<file path="src/rtl/game_irq_arbiter_if.sv">
// Bundle between the game event sources / CPU and the interrupt arbiter.
// master drives requests, mask, ack and clear; slave returns irq, cause and status.
interface game_irq_arbiter_if #(
    parameter int unsigned NUM_SRC = 4,
    parameter int unsigned CAUSE_W = 2
);
    logic [NUM_SRC-1:0] req;
    logic [NUM_SRC-1:0] mask;
    logic               ack;
    logic               ovf_clr;
    logic               irq;
    logic [CAUSE_W-1:0] irq_cause;
    logic [NUM_SRC-1:0] pending;
    logic [NUM_SRC-1:0] overrun;
    logic               timeout_flag;

    modport master (
        output req, mask, ack, ovf_clr,
        input  irq, irq_cause, pending, overrun, timeout_flag
    );

    modport slave (
        input  req, mask, ack, ovf_clr,
        output irq, irq_cause, pending, overrun, timeout_flag
    );
endinterface

</file>
<file path="src/rtl/game_irq_arbiter.sv">
// Shares the CPU key_interrupt line among edge-triggered game event sources,
// with round-robin selection, ack handshake, timeout withdrawal and overrun tracking.
module game_irq_arbiter #(
    parameter int unsigned NUM_SRC = 4,
    parameter int unsigned CAUSE_W = 2,
    parameter int unsigned TIMEOUT = 1023
) (
    input  logic                clock,
    input  logic                reset,
    game_irq_arbiter_if.slave   bus
);

    localparam int unsigned CNT_W = 16;

    typedef enum logic [1:0] {
        S_IDLE = 2'd0,
        S_WAIT = 2'd1,
        S_GAP  = 2'd2
    } state_t;

    state_t             state, state_nxt;
    logic [NUM_SRC-1:0] req_d;
    logic [NUM_SRC-1:0] evt;
    logic [NUM_SRC-1:0] elig;
    logic [NUM_SRC-1:0] clr_vec;
    logic [NUM_SRC-1:0] ovr_set;
    logic [NUM_SRC-1:0] pending_q, pending_nxt;
    logic [NUM_SRC-1:0] overrun_q, overrun_nxt;
    logic [CAUSE_W-1:0] last_q, last_nxt;
    logic [CAUSE_W-1:0] cause_q, cause_nxt;
    logic [CAUSE_W-1:0] grant_idx;
    logic [CAUSE_W-1:0] cand;
    logic               grant_vld;
    logic               irq_q, irq_nxt;
    logic               tf_q, tf_nxt;
    logic               to_set;
    logic [CNT_W-1:0]   cnt_q, cnt_nxt;
    int unsigned        rr_idx;

    assign evt  = bus.req & ~req_d;
    assign elig = pending_q & bus.mask;

    // Round-robin search starting one past the last granted source.
    always_comb begin
        grant_vld = 1'b0;
        grant_idx = '0;
        rr_idx    = 0;
        cand      = '0;
        for (int unsigned off = 1; off <= NUM_SRC; off++) begin
            rr_idx = 32'(last_q) + off;
            if (rr_idx >= NUM_SRC) begin
                rr_idx = rr_idx - NUM_SRC;
            end
            cand = CAUSE_W'(rr_idx);
            if (!grant_vld && elig[cand]) begin
                grant_vld = 1'b1;
                grant_idx = cand;
            end
        end
    end

    // Next-state and next-output logic.
    always_comb begin
        state_nxt = state;
        irq_nxt   = irq_q;
        cause_nxt = cause_q;
        last_nxt  = last_q;
        cnt_nxt   = cnt_q;
        clr_vec   = '0;
        to_set    = 1'b0;

        case (state)
            S_IDLE: begin
                if (grant_vld) begin
                    cause_nxt = grant_idx;
                    last_nxt  = grant_idx;
                    irq_nxt   = 1'b1;
                    cnt_nxt   = '0;
                    state_nxt = S_WAIT;
                end
            end
            S_WAIT: begin
                if (bus.ack) begin
                    clr_vec[cause_q] = 1'b1;
                    irq_nxt          = 1'b0;
                    state_nxt        = S_GAP;
                end else if (cnt_q == CNT_W'(TIMEOUT)) begin
                    irq_nxt   = 1'b0;
                    to_set    = 1'b1;
                    state_nxt = S_GAP;
                end else begin
                    cnt_nxt = cnt_q + CNT_W'(1);
                end
            end
            S_GAP: begin
                irq_nxt   = 1'b0;
                state_nxt = S_IDLE;
            end
            default: begin
                irq_nxt   = 1'b0;
                state_nxt = S_IDLE;
            end
        endcase

        // A new event beats a same-cycle clear and is then not an overrun.
        ovr_set     = evt & pending_q & ~clr_vec;
        pending_nxt = (pending_q & ~clr_vec) | evt;
        overrun_nxt = (bus.ovf_clr ? {NUM_SRC{1'b0}} : overrun_q) | ovr_set;
        tf_nxt      = (bus.ovf_clr ? 1'b0 : tf_q) | to_set;
    end

    always_ff @(posedge clock or posedge reset) begin
        if (reset) begin
            state     <= S_IDLE;
            req_d     <= '0;
            pending_q <= '0;
            overrun_q <= '0;
            last_q    <= '0;
            cause_q   <= '0;
            irq_q     <= 1'b0;
            tf_q      <= 1'b0;
            cnt_q     <= '0;
        end else begin
            state     <= state_nxt;
            req_d     <= bus.req;
            pending_q <= pending_nxt;
            overrun_q <= overrun_nxt;
            last_q    <= last_nxt;
            cause_q   <= cause_nxt;
            irq_q     <= irq_nxt;
            tf_q      <= tf_nxt;
            cnt_q     <= cnt_nxt;
        end
    end

    assign bus.irq          = irq_q;
    assign bus.irq_cause    = cause_q;
    assign bus.pending      = pending_q;
    assign bus.overrun      = overrun_q;
    assign bus.timeout_flag = tf_q;

endmodule
</file>
<file path="src/flat_wrapper.sv">
// flat-port wrapper written by rule: the top's interface ports become plain ports
module game_irq_arbiter_flat 
#(
    parameter int unsigned NUM_SRC = 4,
    parameter int unsigned CAUSE_W = 2,
    parameter int unsigned TIMEOUT = 1023
)
  (clock, reset, bus_req, bus_mask, bus_ack, bus_ovf_clr, bus_irq, bus_irq_cause, bus_pending, bus_overrun, bus_timeout_flag);
  game_irq_arbiter_if #(.NUM_SRC(NUM_SRC), .CAUSE_W(CAUSE_W)) bus_i ();
  input  logic clock;
  input  logic reset;
  input wire logic [$bits(bus_i.req)-1:0] bus_req;
  input wire logic [$bits(bus_i.mask)-1:0] bus_mask;
  input wire logic [$bits(bus_i.ack)-1:0] bus_ack;
  input wire logic [$bits(bus_i.ovf_clr)-1:0] bus_ovf_clr;
  output wire logic [$bits(bus_i.irq)-1:0] bus_irq;
  output wire logic [$bits(bus_i.irq_cause)-1:0] bus_irq_cause;
  output wire logic [$bits(bus_i.pending)-1:0] bus_pending;
  output wire logic [$bits(bus_i.overrun)-1:0] bus_overrun;
  output wire logic [$bits(bus_i.timeout_flag)-1:0] bus_timeout_flag;
  assign bus_i.req = bus_req;
  assign bus_i.mask = bus_mask;
  assign bus_i.ack = bus_ack;
  assign bus_i.ovf_clr = bus_ovf_clr;
  assign bus_irq = bus_i.irq;
  assign bus_irq_cause = bus_i.irq_cause;
  assign bus_pending = bus_i.pending;
  assign bus_overrun = bus_i.overrun;
  assign bus_timeout_flag = bus_i.timeout_flag;
  game_irq_arbiter #(.NUM_SRC(NUM_SRC), .CAUSE_W(CAUSE_W), .TIMEOUT(TIMEOUT)) u_core (.clock(clock), .reset(reset), .bus(bus_i));
endmodule
</file>
<file path="config.mk">
export PLATFORM = sky130hd
export DESIGN_NAME = game_irq_arbiter_flat
export DESIGN_NICKNAME = d
export VERILOG_FILES = /design/src/rtl/game_irq_arbiter_if.sv /design/src/rtl/game_irq_arbiter.sv /design/src/flat_wrapper.sv
export SDC_FILE = /design/constraint.sdc
export NUM_CORES = 1
export LEC_CHECK = 0
export ABC_CLOCK_PERIOD_IN_PS = 2300
export BUFFER_PORTS_ARGS = -buffer_cell sky130_fd_sc_hd__buf_2
export CORE_UTILIZATION = 56
export DETAILED_ROUTE_END_ITERATION = 8
export PLACE_DENSITY = 0.78
export SLEW_MARGIN = 30
export SYNTH_ARGS = -nofsm -noshare
export SYNTH_HDL_FRONTEND = slang
export SYNTH_SLANG_ARGS = --single-unit
export TNS_END_PERCENT = 10
</file>
<file path="constraint.sdc">
create_clock -name clock -period 2.3 [get_ports clock]
set_input_delay 0.115 -clock clock [delete_from_list [all_inputs] [get_ports clock]]
set_output_delay 0.115 -clock clock [all_outputs]
set_load 0.02 [all_outputs]
</file>
# Yosys cells after proc, flatten, opt, wreduce, memory -nomap -nowiden
# Index checks and enable logic that the tools add are counted.
# word_totals
inputBits	12
memories	0
mem_bits_rw	0
reg_bits	34
latchBits	0
romBits	0
out_inout_bits	12
# op_classes
n_shift	0
n_eq_ne	6
n_bitwise	10
addsub	9
div_mod_pow	0
n_mul	0
magnitude_cmp	10
muxes	41
reduce_logical	12
# op_table
cell	n
2-to-1 mux 16 bit	3
case mux 16 bit (2 select lines)	1
2-to-1 mux 2 bit	11
bitwise AND 4 bit	5
adder 16 x 1 -> 16 bit (second input constant)	1
== test 16 x 10 -> 1 bit (second input constant)	1
2-to-1 mux 1 bit	16
< comparator 2 x 3 -> 1 bit (second input constant)	5
2-to-1 mux 4 bit	3
>= comparator 3 bit (second input constant)	3
binary-select mux 1 bit (select 2 bit)	4
inverter 4 bit	2
OR 4 bit	2
subtractor 2 x 1 -> 2 bit (second input constant)	4
adder 2 x 2 -> 3 bit (second input constant)	2
adder 2 x 3 -> 4 bit (second input constant)	1
>= comparator 4 x 3 -> 1 bit (second input constant)	1
logical AND 1 bit	4
inequality test 2 bit (second input constant)	2
case mux 2 bit (2 select lines)	1
AND reduction 2 bit	2
AND reduction 4 bit	1
adder 2 x 1 -> 3 bit (second input constant)	1
zero test 1 bit	3
9 further kinds	9

# Depth between registers and ports, before layout
# Gate-level depths: netlist of run 1.
# logic_depth
ltp_word	17
ltp_mapped	8
mapped_depth_nobuf	6

# Least setup slack after synthesis of run 1
# No wires, ideal clock.
# synth_timing
kind	register to register
startpoint	reg u_core.last_q[0]
endpoint	reg u_core.last_q[0]
n_path_buf	1
path_slack_ps	549
synth_period_minus_slack_ps	1751
arrival_time_ps	1656
t_required_ps	2205
path_stages_with_launch	6
path_cell_list	dfrtp_1 -> clkbuf_1 -> mux4_2 -> a311oi_1 -> o21ai_0 -> o31ai_1
# synth_between
elab_chain_cells	16
word_cells_on_any_way	39
classes_between	add/sub (8); order compare (4); mux (20); reduce/logical (7)
# synth_lines
item	line_no	rtl
start, declared	game_irq_arbiter.sv:29	logic [CAUSE_W-1:0] last_q, last_nxt;
start signal, assigned	game_irq_arbiter.sv:128	last_q <= last_nxt;
adder 2 x 1 -> 3 bit	game_irq_arbiter.sv:50	rr_idx = 32'(last_q) + off;
>= comparator 3 bit / subtractor 2 x 1 -> 2 bit (equally long branches)	game_irq_arbiter.sv:51, game_irq_arbiter.sv:52	
2-to-1 mux 2 bit	game_irq_arbiter.sv:51	if (rr_idx >= NUM_SRC) begin
binary-select mux 1 bit (select 2 bit)	game_irq_arbiter.sv:55	if (!grant_vld && elig[cand]) begin
2-to-1 mux 1 bit (implied by the code)	game_irq_arbiter.sv:55	
2-to-1 mux 1 bit	game_irq_arbiter.sv:55	
zero test 1 bit	game_irq_arbiter.sv:55	
logical AND 1 bit	game_irq_arbiter.sv:55	
2-to-1 mux 1 bit	game_irq_arbiter.sv:55	
zero test 1 bit	game_irq_arbiter.sv:55	
logical AND 1 bit	game_irq_arbiter.sv:55	
2-to-1 mux 1 bit	game_irq_arbiter.sv:55	
zero test 1 bit	game_irq_arbiter.sv:55	
logical AND 1 bit	game_irq_arbiter.sv:55	
2-to-1 mux 1 bit	game_irq_arbiter.sv:55	
AND reduction 2 bit (no source line)	-	
# Several ways; a longest one is shown, not always the timed one. The select of a mux whose other input is x is not followed.
# A chain may end at the register's enable or synchronous reset.

# Worst setup path in the final report of run 1
# layout_timing
startpoint	reg u_core.cnt_q[0]
endpoint	reg u_core.cnt_q[8]
# layout_between
elab_chain_cells	4
word_cells_on_any_way	7
classes_between	add/sub (1); eq/ne (2); mux (3); reduce/logical (1)
# layout_lines
item	line_no	rtl
start, declared	game_irq_arbiter.sv:37	logic [CNT_W-1:0] cnt_q, cnt_nxt;
start signal, assigned	game_irq_arbiter.sv:132	cnt_q <= cnt_nxt;
adder 16 x 1 -> 16 bit	game_irq_arbiter.sv:92	cnt_nxt = cnt_q + CNT_W'(1);
2-to-1 mux 16 bit	game_irq_arbiter.sv:87	end else if (cnt_q == CNT_W'(TIMEOUT)) begin
2-to-1 mux 16 bit	game_irq_arbiter.sv:83	if (bus.ack) begin
case mux 16 bit (2 select lines)	game_irq_arbiter.sv:72	case (state)
# Several ways; a longest one is shown, not always the timed one. The select of a mux whose other input is x is not followed.

==> out/metrics.csv, run 1 <==
stage;metric;value;unit
run_status;status;completed;
clock_tree;Root Driver;clkbuf_4;
yosys;post-synthesis cell area;1760;sq um
timing;Final Cycle Share;0.865;
timing;Hold Vio Cnt, Final;0;
clock_tree;CTS Sinks;33;
pwr;Max VDD drop;0.572;mV
critical_path;reg2reg setup slack;310;ps
grt;first-pass GRT wire length;6650;um
critical_path;worst r2r dst;u_core.cnt_q[8]$_DFFE_PP0P_;
flow_run;max_cap viols;0;
route;DRT Pass-1 Iters;4;
clock_tree;H-tree Lvls;2;
die;Die Y;58.0;um
die;Die Width;58.0;um
timing;Slew Viols, Final;0;
timing;RSZ-0062 raised after global routing;false;
clock_tree;Worst-path clk slew;110;ps
place;post-DP HPWL;2680;um
die;Starting Density;0.616;
route;# DRC;0;
timing;# setup viols final;0;
place;routability cong.;0.840;
pwr;power density over the cells;1020;nW/um^2
clock_tree;Post-CTS Repair Setup Buffers;0;
route;DRT antenna net count;0;
timing;f_max;503;MHz
yosys;post-synthesis net count;207;
clock_tree;Clock Tree Buf Depth;2;
finish;share of cells above drive strength 1;0.180;
clock_tree;clk_lat worst skew;340;ps
route;final WL;3890;um
timing;hold slack;27.5;ps
finish;fillcell total;217;
critical_path;reg2reg path depth;6;
grt;pin count of the biggest net entering global routing;34;
critical_path;CP max-delay cell;dfrtp_1;
pwr;Final Power;2.06;mW
worst_hold_path;hold depth;2;
route;Initial DRC Count;122;
die;boundary pin count;24;
timing;min Tclk post-route;1990;ps
timing;Sum Neg Setup Slack;0;ps
finish;nets;238;
die;die area;3370;sq um
place;placed inst area;1880;sq um
worst_hold_path;Hold WC Path Type;primary input to flop;
critical_path;worst path cell trace;ha_1 > and3_1 > nand3_2 > o21ai_1 > nor3_1 > a21o_1;
route;vias post-DR;1552;
finish;synth-to-layout area growth;14.7;%
yosys;Seq/Total Area, Yosys;0.470;
die;CORE AREA;2850;sq um
grt;global route overflow;0;
critical_path;Critical Path RT;2530;ps
pwr;LEAKAGE;0.949;nW
worst_hold_path;Worst Hold End;u_core.bus.overrun[2]$_DFF_PP0_;
route;vias per inst;6.13;
place;IO Port Bufs;23;
clock_tree;CTS buffer count;5;
critical_path;Worst Path Arrival;2220;ps
critical_path;Setup crit start kind;flop;
yosys;Synth Area per Inst;9.25;sq um
grt;antenna violations before repair;0;
timing;worst-case clock skew;11.8;ps
timing;Slew headroom;0.568;
die;row count;19;
grt;All-Layer GR Usage;0.264;
finish;n_diodes;0;
finish;commonest non-fill, non-tap cell in the layout;dfrtp_1;
finish;most frequent cells in the layout;dfrtp_1 (33), nand2_1 (26), buf_2 (23), nand3_1 (17), nor2_1 (14);
critical_path;Max FO, Critical Path;7;
yosys;Cell variety after synth;44;
route;Avg WL per Cell;15.4;um
finish;register area;826;sq um
finish;multi-input logic area;851;sq um
timing;Worst-Margin Slew;644;ps
worst_hold_path;Hold Path Origin;bus_ovf_clr;
finish;Core Util, Final;0.707;
clock_tree;CTS tree;built;
yosys;post-synthesis cell count;190;
finish;final instance area;2020;sq um
yosys;FF+latch count, synth;33;
grt;number of global-route vias before repair;1457;
yosys;number of synthesis warnings;0;
critical_path;Worst path max stage delay;430;ps
critical_path;crit end category;flop;
critical_path;launching point of the worst reg2reg path;u_core.cnt_q[0]$_DFFE_PP0P_;
critical_path;critical path class;flop to flop;
-- routing by layer --
metal	track usage	wire length [um]
met4	0.109	68
met5	0	0
met2	0.411	1880
met1	0.357	1740
met3	0.0625	206
-- synthesized netlist by cell type (all sizes together) --
cell type | instances | area, sq um
a211oi | 1 | 12.5
a21o | 2 | 15.0
a21oi | 6 | 33.8
a22oi | 1 | 7.51
a311oi | 3 | 26.3
a31oi | 5 | 46.3
and3 | 7 | 43.8
and4 | 1 | 8.76
buf | 4 | 35.0
clkbuf | 2 | 8.75
dfrtp | 33 | 826
ha | 5 | 62.6
inv | 10 | 37.5
mux4 | 1 | 22.5
nand2 | 26 | 97.6
nand2b | 5 | 31.3
nand3 | 18 | 95.1
nand3b | 1 | 7.51
nand4 | 3 | 18.8
nor2 | 15 | 58.8
nor2b | 1 | 6.26
nor3 | 3 | 15.0
nor4b | 1 | 8.76
o211a | 1 | 10.0
o211ai | 1 | 7.51
o21a | 1 | 7.51
o21ai | 18 | 93.8
o22ai | 5 | 31.3
o311ai | 2 | 17.5
o31ai | 2 | 15.0
o32ai | 1 | 8.76
o41ai | 2 | 17.5
or3 | 1 | 6.26
or3b | 1 | 8.76
xor2 | 1 | 8.76
-- report_power, final --
part / switching, mW / total [mW] / internal [mW] / leakage, nW
registers: 0.130 / 0.808 / 0.678 / 0.419
clock network: 0.208 / 0.438 / 0.230 / 0.0414
logic: 0.523 / 0.817 / 0.294 / 0.489
-- layout make-up --
class                   instances  share of cell area
multi-input cells             141               0.422
inverters                      10              0.0186
repair buffers                 30              0.0893
well taps                      31              0.0192
flip-flops and latches         33               0.409
clock buffers                   5              0.0186
clock inverters                 3              0.0230
-- sequential cells by signal (all words and copies together) (netlist names) --
| register | cells |
|---|---|
| u_core.last_q | 2 |
| u_core.cnt_q | 16 |
| u_core.bus.pending | 4 |
| u_core.req_d | 4 |
| u_core.bus.timeout_flag | 1 |
| u_core.bus.overrun | 4 |
| u_core.state | 2 |
-- logic make-up after synthesis --
family	Yosys count	share of synthesized area
multiplexers	1	0.0128
XOR/XNOR	1	0.00498
AO/OA/AOI/OAI	51	0.199
buffers and inverters	16	0.0463
AND/OR/NAND/NOR	83	0.231
flip-flops	33	0.470
adder cells (fa/ha/maj)	5	0.0356
-- how the worst max path moves through the flow --
stage                     cells after the start                            to  slack, ps                         start
after floorplan                               5  u_core.last_q[0]$_DFFE_PP0P_        550  u_core.last_q[0]$_DFFE_PP0P_
after global placement                        6   u_core.cnt_q[8]$_DFFE_PP0P_        480   u_core.cnt_q[0]$_DFFE_PP0P_
after detailed placement                      6   u_core.cnt_q[8]$_DFFE_PP0P_        350   u_core.cnt_q[0]$_DFFE_PP0P_
after CTS                                     6   u_core.cnt_q[8]$_DFFE_PP0P_        340   u_core.cnt_q[0]$_DFFE_PP0P_
after global routing                          6   u_core.cnt_q[8]$_DFFE_PP0P_        200   u_core.cnt_q[0]$_DFFE_PP0P_
final                                         6   u_core.cnt_q[8]$_DFFE_PP0P_        310   u_core.cnt_q[0]$_DFFE_PP0P_
-- per-stage QoR --
stage               cells  worst slack [ps]
floorplan             190               549
global placement      240               479
detailed placement    240               351
CTS                   253               340
global route          253               198
finish                253               312
-- what timing repair did --
item,4_1_cts,5_1_grt
hold buffers,5,0
hold endpoints to repair,37,0
gates resized for setup,0,0
-- critical path: cells and delay by family (launching register included) --
kind	cells	cell delay, ps
AND/OR/NAND/NOR	3	630
flip-flops	1	430
AO/OA/AOI/OAI	2	580
adder cells (fa/ha/maj)	1	230
No activity file was read; power rests on OpenSTA's default activity.
==> run 2: changes to the inputs <==
Settings changed: CORE_UTILIZATION 56 to 59, CTS_BUF_LIST from default to sky130_fd_sc_hd__clkbuf_8, PLACE_DENSITY 0.78 to 0.82.
==> run 2 against run 1 <==
Against the previous run:
- final area grew 0.87%
- non-clock buffer count did not move
- core utilization is 2.4 points higher
- die area shrank 4.9%
- clock power grew 9.8%
- hold slack gained 62 ps
- maximum frequency increased by 1.6%
- register-to-register slack improved by 30 ps
- routed wire length grew 7.4%
- final cell count is the same
- largest power group unchanged
- highest routed layer unchanged
==> out/metrics.csv, run 2 (synthesis gave the netlist of run 1 again) <==
stage;metric;value;unit
route;DRT antenna net count;0;
finish;most frequent cells in the layout;dfrtp_1 (33), nand2_1 (26), buf_2 (23), nand3_1 (17), nor2_1 (14);
finish;register area;826;sq um
worst_hold_path;Hold WC Path Type;primary input to flop;
route;vias per inst;6.16;
clock_tree;Post-CTS Repair Setup Buffers;0;
finish;number of flip-flops under the largest register name;16;
critical_path;worst r2r dst;u_core.cnt_q[8]$_DFFE_PP0P_;
place;IO Port Bufs;23;
finish;final non-filler cell total;253;
critical_path;Setup crit start kind;flop;
grt;pin count of the biggest net entering global routing;34;
finish;fillcell total;213;
clock_tree;CTS tree;built;
finish;n_diodes;0;
route;Initial DRC Count;108;
clock_tree;Root Driver;clkbuf_8;
timing;# setup viols final;0;
route;Avg WL per Cell;16.5;um
grt;antenna violations before repair;0;
die;Starting Density;0.632;
die;Die Y;56.6;um
clock_tree;CTS buffer count;5;
critical_path;Critical Path RT;2480;ps
die;die area;3200;sq um
route;final WL;4180;um
run_status;status;completed;
critical_path;critical path class;flop to flop;
flow_run;max_cap viols;0;
route;DRT Pass-1 Iters;4;
timing;Final Cycle Share;0.851;
finish;commonest non-fill, non-tap cell in the layout;dfrtp_1;
pwr;power density over the cells;1030;nW/um^2
clock_tree;post-CTS resize count;0;
die;boundary pin count;24;
critical_path;reg2reg path depth;6;
grt;first-pass GRT wire length;6850;um
critical_path;crit end category;flop;
critical_path;Worst path max stage delay;420;ps
clock_tree;cts hold-fix bufs;5;
route;vias post-DR;1559;
critical_path;Worst Path Arrival;2130;ps
critical_path;Max FO, Critical Path;7;
timing;Slew Viols, Final;0;
pwr;Final Power;2.10;mW
die;Die Width;56.6;um
timing;min Tclk post-route;1960;ps
timing;Sum Neg Setup Slack;0;ps
die;CORE AREA;2780;sq um
timing;Slew headroom;0.573;
finish;share of cells above drive strength 1;0.180;
finish;multi-input logic area;851;sq um
timing;f_max;511;MHz
critical_path;CP Launch Point;u_core.cnt_q[0]$_DFFE_PP0P_;
grt;All-Layer GR Usage;0.285;
critical_path;Levels on crit path;6;
timing;hold slack;89.8;ps
grt;global route overflow;0;
route;# DRC;0;
critical_path;reg2reg setup slack;340;ps
critical_path;launching point of the worst reg2reg path;u_core.cnt_q[0]$_DFFE_PP0P_;
place;post-DP HPWL;2880;um
clock_tree;H-tree Lvls;2;
place;Post-Place Cells;240;
critical_path;CP endpoint;u_core.cnt_q[8]$_DFFE_PP0P_;
pwr;LEAKAGE;0.962;nW
pwr;Max VDD drop;0.923;mV
timing;Worst-Margin Slew;635;ps
timing;RSZ-0062 raised after global routing;false;
timing;worst-case clock skew;7.97;ps
finish;nets;238;
critical_path;Top Family by Delay on Critical Path;simple AND/OR/NAND/NOR gates;
clock_tree;Worst-path clk slew;70;ps
critical_path;CP max-delay cell;o21ai_1;
critical_path;crit path buf inv count;0;
timing;Hold Vio Cnt, Final;0;
critical_path;worst path cell trace;ha_1 > and3_1 > nand3_2 > o21ai_1 > nor3_1 > a21o_1;
grt;number of global-route vias before repair;1465;
place;routability cong.;0.911;
finish;Core Util, Final;0.731;
clock_tree;clk_lat worst skew;290;ps
clock_tree;Clock Tree Buf Depth;2;
finish;synth-to-layout area growth;15.7;%
die;row count;19;
finish;Top reg by flops;u_core.cnt_q;
clock_tree;CTS Sinks;33;
[run 2: cell types whose count changed in the layout (fill, tap and decap cells not counted)]
cell | previous run | this run
clkbuf_8 | 0 | 7
clkbuf_4 | 5 | 0
clkinv_4 | 1 | 0
clkinv_2 | 0 | 1
clkinvlp_4 | 1 | 0
bufinv_16 | 1 | 0
[run 2: worst register-to-register path, delay by kind of cell, from the launching register on]
| family | cells | cell delay, ps |
|---|---|---|
| simple gates | 3 | 640 |
| fa+ha+maj | 1 | 210 |
| compound gates | 2 | 590 |
| flops | 1 | 400 |
[run 2: metrics by stage]
step / setup slack (ps) / area [sq um]
finish: 342 / 2030
global route: 233 / 2030
CTS: 371 / 2030
detailed placement: 383 / 1880
global placement: 479 / 1880
floorplan: 549 / 1760
[run 2: worst min-delay path by stage]
stage,depth (start not counted),slack [ps],start,to
final,2,90,bus_ovf_clr,u_core.bus.overrun[1]$_DFF_PP0_
after global routing,2,100,bus_ovf_clr,u_core.bus.overrun[3]$_DFF_PP0_
after CTS,2,80,bus_ovf_clr,u_core.bus.overrun[1]$_DFF_PP0_
after detailed placement,3,220,reset,u_core.bus.overrun[2]$_DFF_PP0_
after global placement,3,210,reset,u_core.req_d[0]$_DFF_PP0_
after floorplan,0,150,bus_req[0],u_core.req_d[0]$_DFF_PP0_
[run 2: final cells by class]
class	instances	area share
sequential	33	0.406
timing repair buffer	30	0.0886
multi-input combinational	141	0.418
clock buffer	7	0.0474
inverter	10	0.0185
clock inverter	1	0.00246
tap	31	0.0191
[run 2: layer usage]
| layer | vias to the layer above | track usage | share of wire |
|---|---|---|---|
| met5 | - | 0 | 0 |
| met4 | 0 | 0.105 | 0.014 |
| met3 | 7 | 0.0829 | 0.059 |
| met2 | 60 | 0.445 | 0.48 |
| met1 | 742 | 0.378 | 0.44 |
| li1 | 750 | - | - |
[run 2: power breakdown]
part           switching [mW]  internal, mW  total, mW
sequential              0.126         0.679      0.805
clock                   0.211         0.270      0.481
combinational           0.525         0.294      0.818
total                   0.861          1.24       2.10
==> run 3: changes to the inputs <==
Settings changed: CORE_ASPECT_RATIO from default to 0.8, CORE_UTILIZATION 59 to 40, PLACE_DENSITY 0.82 to 0.59.
==> run 3 against run 2 <==
Against the previous run:
- flip-flop and latch count did not move
- clock-buffer cell count fell by 2
- combinational power rose by 2%
- core utilization fell by 24 points
- die area rose by 46%
- first-iteration DRC count rose by 15%
- largest cell class unchanged
- clock skew fell by 5.1 ps
- setup slack got worse by 64 ps
- routed wire length fell by 4.2%
- hold slack improved by 23 ps
==> out/metrics.csv, run 3 (synthesis gave the netlist of run 1 again) <==
stage;metric;value;unit
place;post-DP HPWL;2810;um
critical_path;CP max-delay cell;o21ai_1;
pwr;LEAKAGE;0.957;nW
pwr;clock power share;0.206;
timing;Worst-Margin Slew;660;ps
clock_tree;CTS Sinks;33;
die;Die Y;61.3;um
critical_path;crit end category;flop;
critical_path;Critical Path RT;2480;ps
clock_tree;Root Driver;clkbuf_8;
timing;Hold Vio Cnt, Final;0;
finish;nets;239;
grt;antenna violations before repair;0;
worst_hold_path;hold depth;2;
grt;pin count of the biggest net entering global routing;34;
clock_tree;Worst-path clk slew;70;ps
finish;commonest non-fill, non-tap cell in the layout;dfrtp_1;
route;DRT antenna net count;0;
pwr;combinational share of power;0.404;
pwr;internal cell power;1.19;mW
critical_path;crit path buf inv count;0;
timing;RSZ-0062 raised after global routing;false;
pwr;Final Power;2.06;mW
grt;global route overflow;0;
grt;number of global-route vias before repair;1473;
finish;Top reg by flops;u_core.cnt_q;
timing;Slew headroom;0.557;
die;row count;21;
grt;All-Layer GR Usage;0.193;
worst_hold_path;Hold Path Origin;bus_ovf_clr;
clock_tree;Clock Tree Buf Depth;2;
timing;worst-case clock skew;2.86;ps
finish;final non-filler cell total;280;
place;IO Port Bufs;23;
timing;Final Cycle Share;0.879;
critical_path;Max FO, Critical Path;7;
place;routability cong.;0.820;
run_status;status;completed;
critical_path;Setup crit start kind;flop;
pwr;power density over the cells;1000;nW/um^2
clock_tree;clk_lat worst skew;290;ps
die;boundary pin count;24;
flow_run;max_cap viols;0;
critical_path;Levels on crit path;6;
route;Initial DRC Count;124;
clock_tree;Post-CTS Repair Setup Buffers;0;
timing;min Tclk post-route;2020;ps
critical_path;critical path class;flop to flop;
clock_tree;CTS tree;built;
critical_path;worst path cell trace;ha_1 > and3_1 > nand3_2 > o21ai_1 > nor3_1 > a21o_1;
pwr;Max VDD drop;0.474;mV
timing;Sum Neg Setup Slack;0;ps
finish;synth-to-layout area growth;17.2;%
grt;first-pass GRT wire length;6860;um
place;Post-Place Cells;267;
timing;# setup viols final;0;
critical_path;launching point of the worst reg2reg path;u_core.cnt_q[0]$_DFFE_PP0P_;
finish;share of cells above drive strength 1;0.184;
route;vias per inst;5.38;
clock_tree;H-tree Lvls;2;
die;die area;4670;sq um
critical_path;reg2reg path depth;6;
finish;fillcell total;403;
finish;n_diodes;0;
critical_path;CP Launch Point;u_core.cnt_q[0]$_DFFE_PP0P_;
clock_tree;CTS buffer count;5;
route;final WL;4000;um
pwr;Reg power frac;0.390;
pwr;switching share of power;0.422;
finish;number of flip-flops under the largest register name;16;
timing;Slew Viols, Final;0;
finish;most frequent cells in the layout;dfrtp_1 (33), nand2_1 (26), buf_2 (23), nand3_1 (17), nor2_1 (14);
die;Die Width;76.1;um
pwr;switching power;870;uW
route;# DRC;0;
timing;f_max;495;MHz
die;Starting Density;0.418;
route;vias post-DR;1505;
die;CORE AREA;4200;sq um
critical_path;Top Family by Delay on Critical Path;simple AND/OR/NAND/NOR gates;
critical_path;Worst path max stage delay;470;ps
critical_path;Worst Path Arrival;2200;ps
route;Avg WL per Cell;14.3;um
route;DRT Pass-1 Iters;4;
worst_hold_path;Hold WC Path Type;primary input to flop;
## run 3: changes by cell type in the layout (fill, tap and decap cells not counted), sizes merged
| cell | delta |
|---|---|
| clkbuf | -2 |
| buf | +1 |
| clkinv | +1 |
| clkinvlp | +1 |
## run 3: worst reg2reg max path, stage by stage (launching register included)
cell	delay, ps
dfrtp_1	410
ha_1	210
and3_1	350
nand3_2	200
o21ai_1	470
nor3_1	100
a21o_1	170
## run 3: timing repair
item	in CTS	in global routing
hold buffers	5	0
endpoints found under the setup margin	0	0
gates resized for setup	0	0
endpoints found under the hold margin	37	0
## run 3: area by class of cell
cell class | instances | area, sq um | share of cell area
Inverter | 10 | 37.5 | 0.0182
Sequential cell | 33 | 826 | 0.401
Clock buffer | 5 | 68.8 | 0.0334
Timing Repair Buffer | 31 | 188 | 0.0911
Multi-Input combinational cell | 141 | 851 | 0.413
Clock inverter | 3 | 17.5 | 0.00851
Tap cell | 57 | 71.3 | 0.0346
## run 3: per-layer routing
| layer | vias to the layer above | global-route usage | share of wire |
|---|---|---|---|
| li1 | 755 | - | - |
| met1 | 723 | 0.259 | 0.50 |
| met2 | 21 | 0.304 | 0.46 |
| met3 | 6 | 0.0533 | 0.033 |
| met4 | 0 | 0.0769 | 0.013 |
| met5 | - | 0 | 0 |
## run 3: worst paths after layout
check | to | slack [ps]
max reg2reg | u_core.cnt_q[8]$_DFFE_PP0P_ | 280
min reg2reg | u_core.bus.pending[3]$_DFF_PP0_ | 510
min in group asynchronous | u_core.bus.overrun[1]$_DFF_PP0_ | 460
max in group asynchronous | u_core.last_q[0]$_DFFE_PP0P_ | 1540
min | u_core.bus.timeout_flag$_DFF_PP0_ | 110
max | u_core.cnt_q[8]$_DFFE_PP0P_ | 280
## run 3: through the flow
stage	util	worst slack [ps]	hold slack [ps]	instance area [sq um]
after floorplan	-	549	146	1760
after global placement	0.457	451	223	1920
after detailed placement	0.457	315	226	1920
after CTS	0.490	300	108	2060
after global routing	0.490	105	103	2060
final	0.490	278	113	2060
## run 3: power groups by stage
stage,Clock [mW],Sequential [mW],Combinational (mW)
floorplan,0,0.867,0.531
global route,0.475,0.828,0.933
detailed placement,0,0.815,0.821
finish,0.425,0.805,0.833
global placement,0,0.806,0.798
CTS,0.444,0.804,0.832
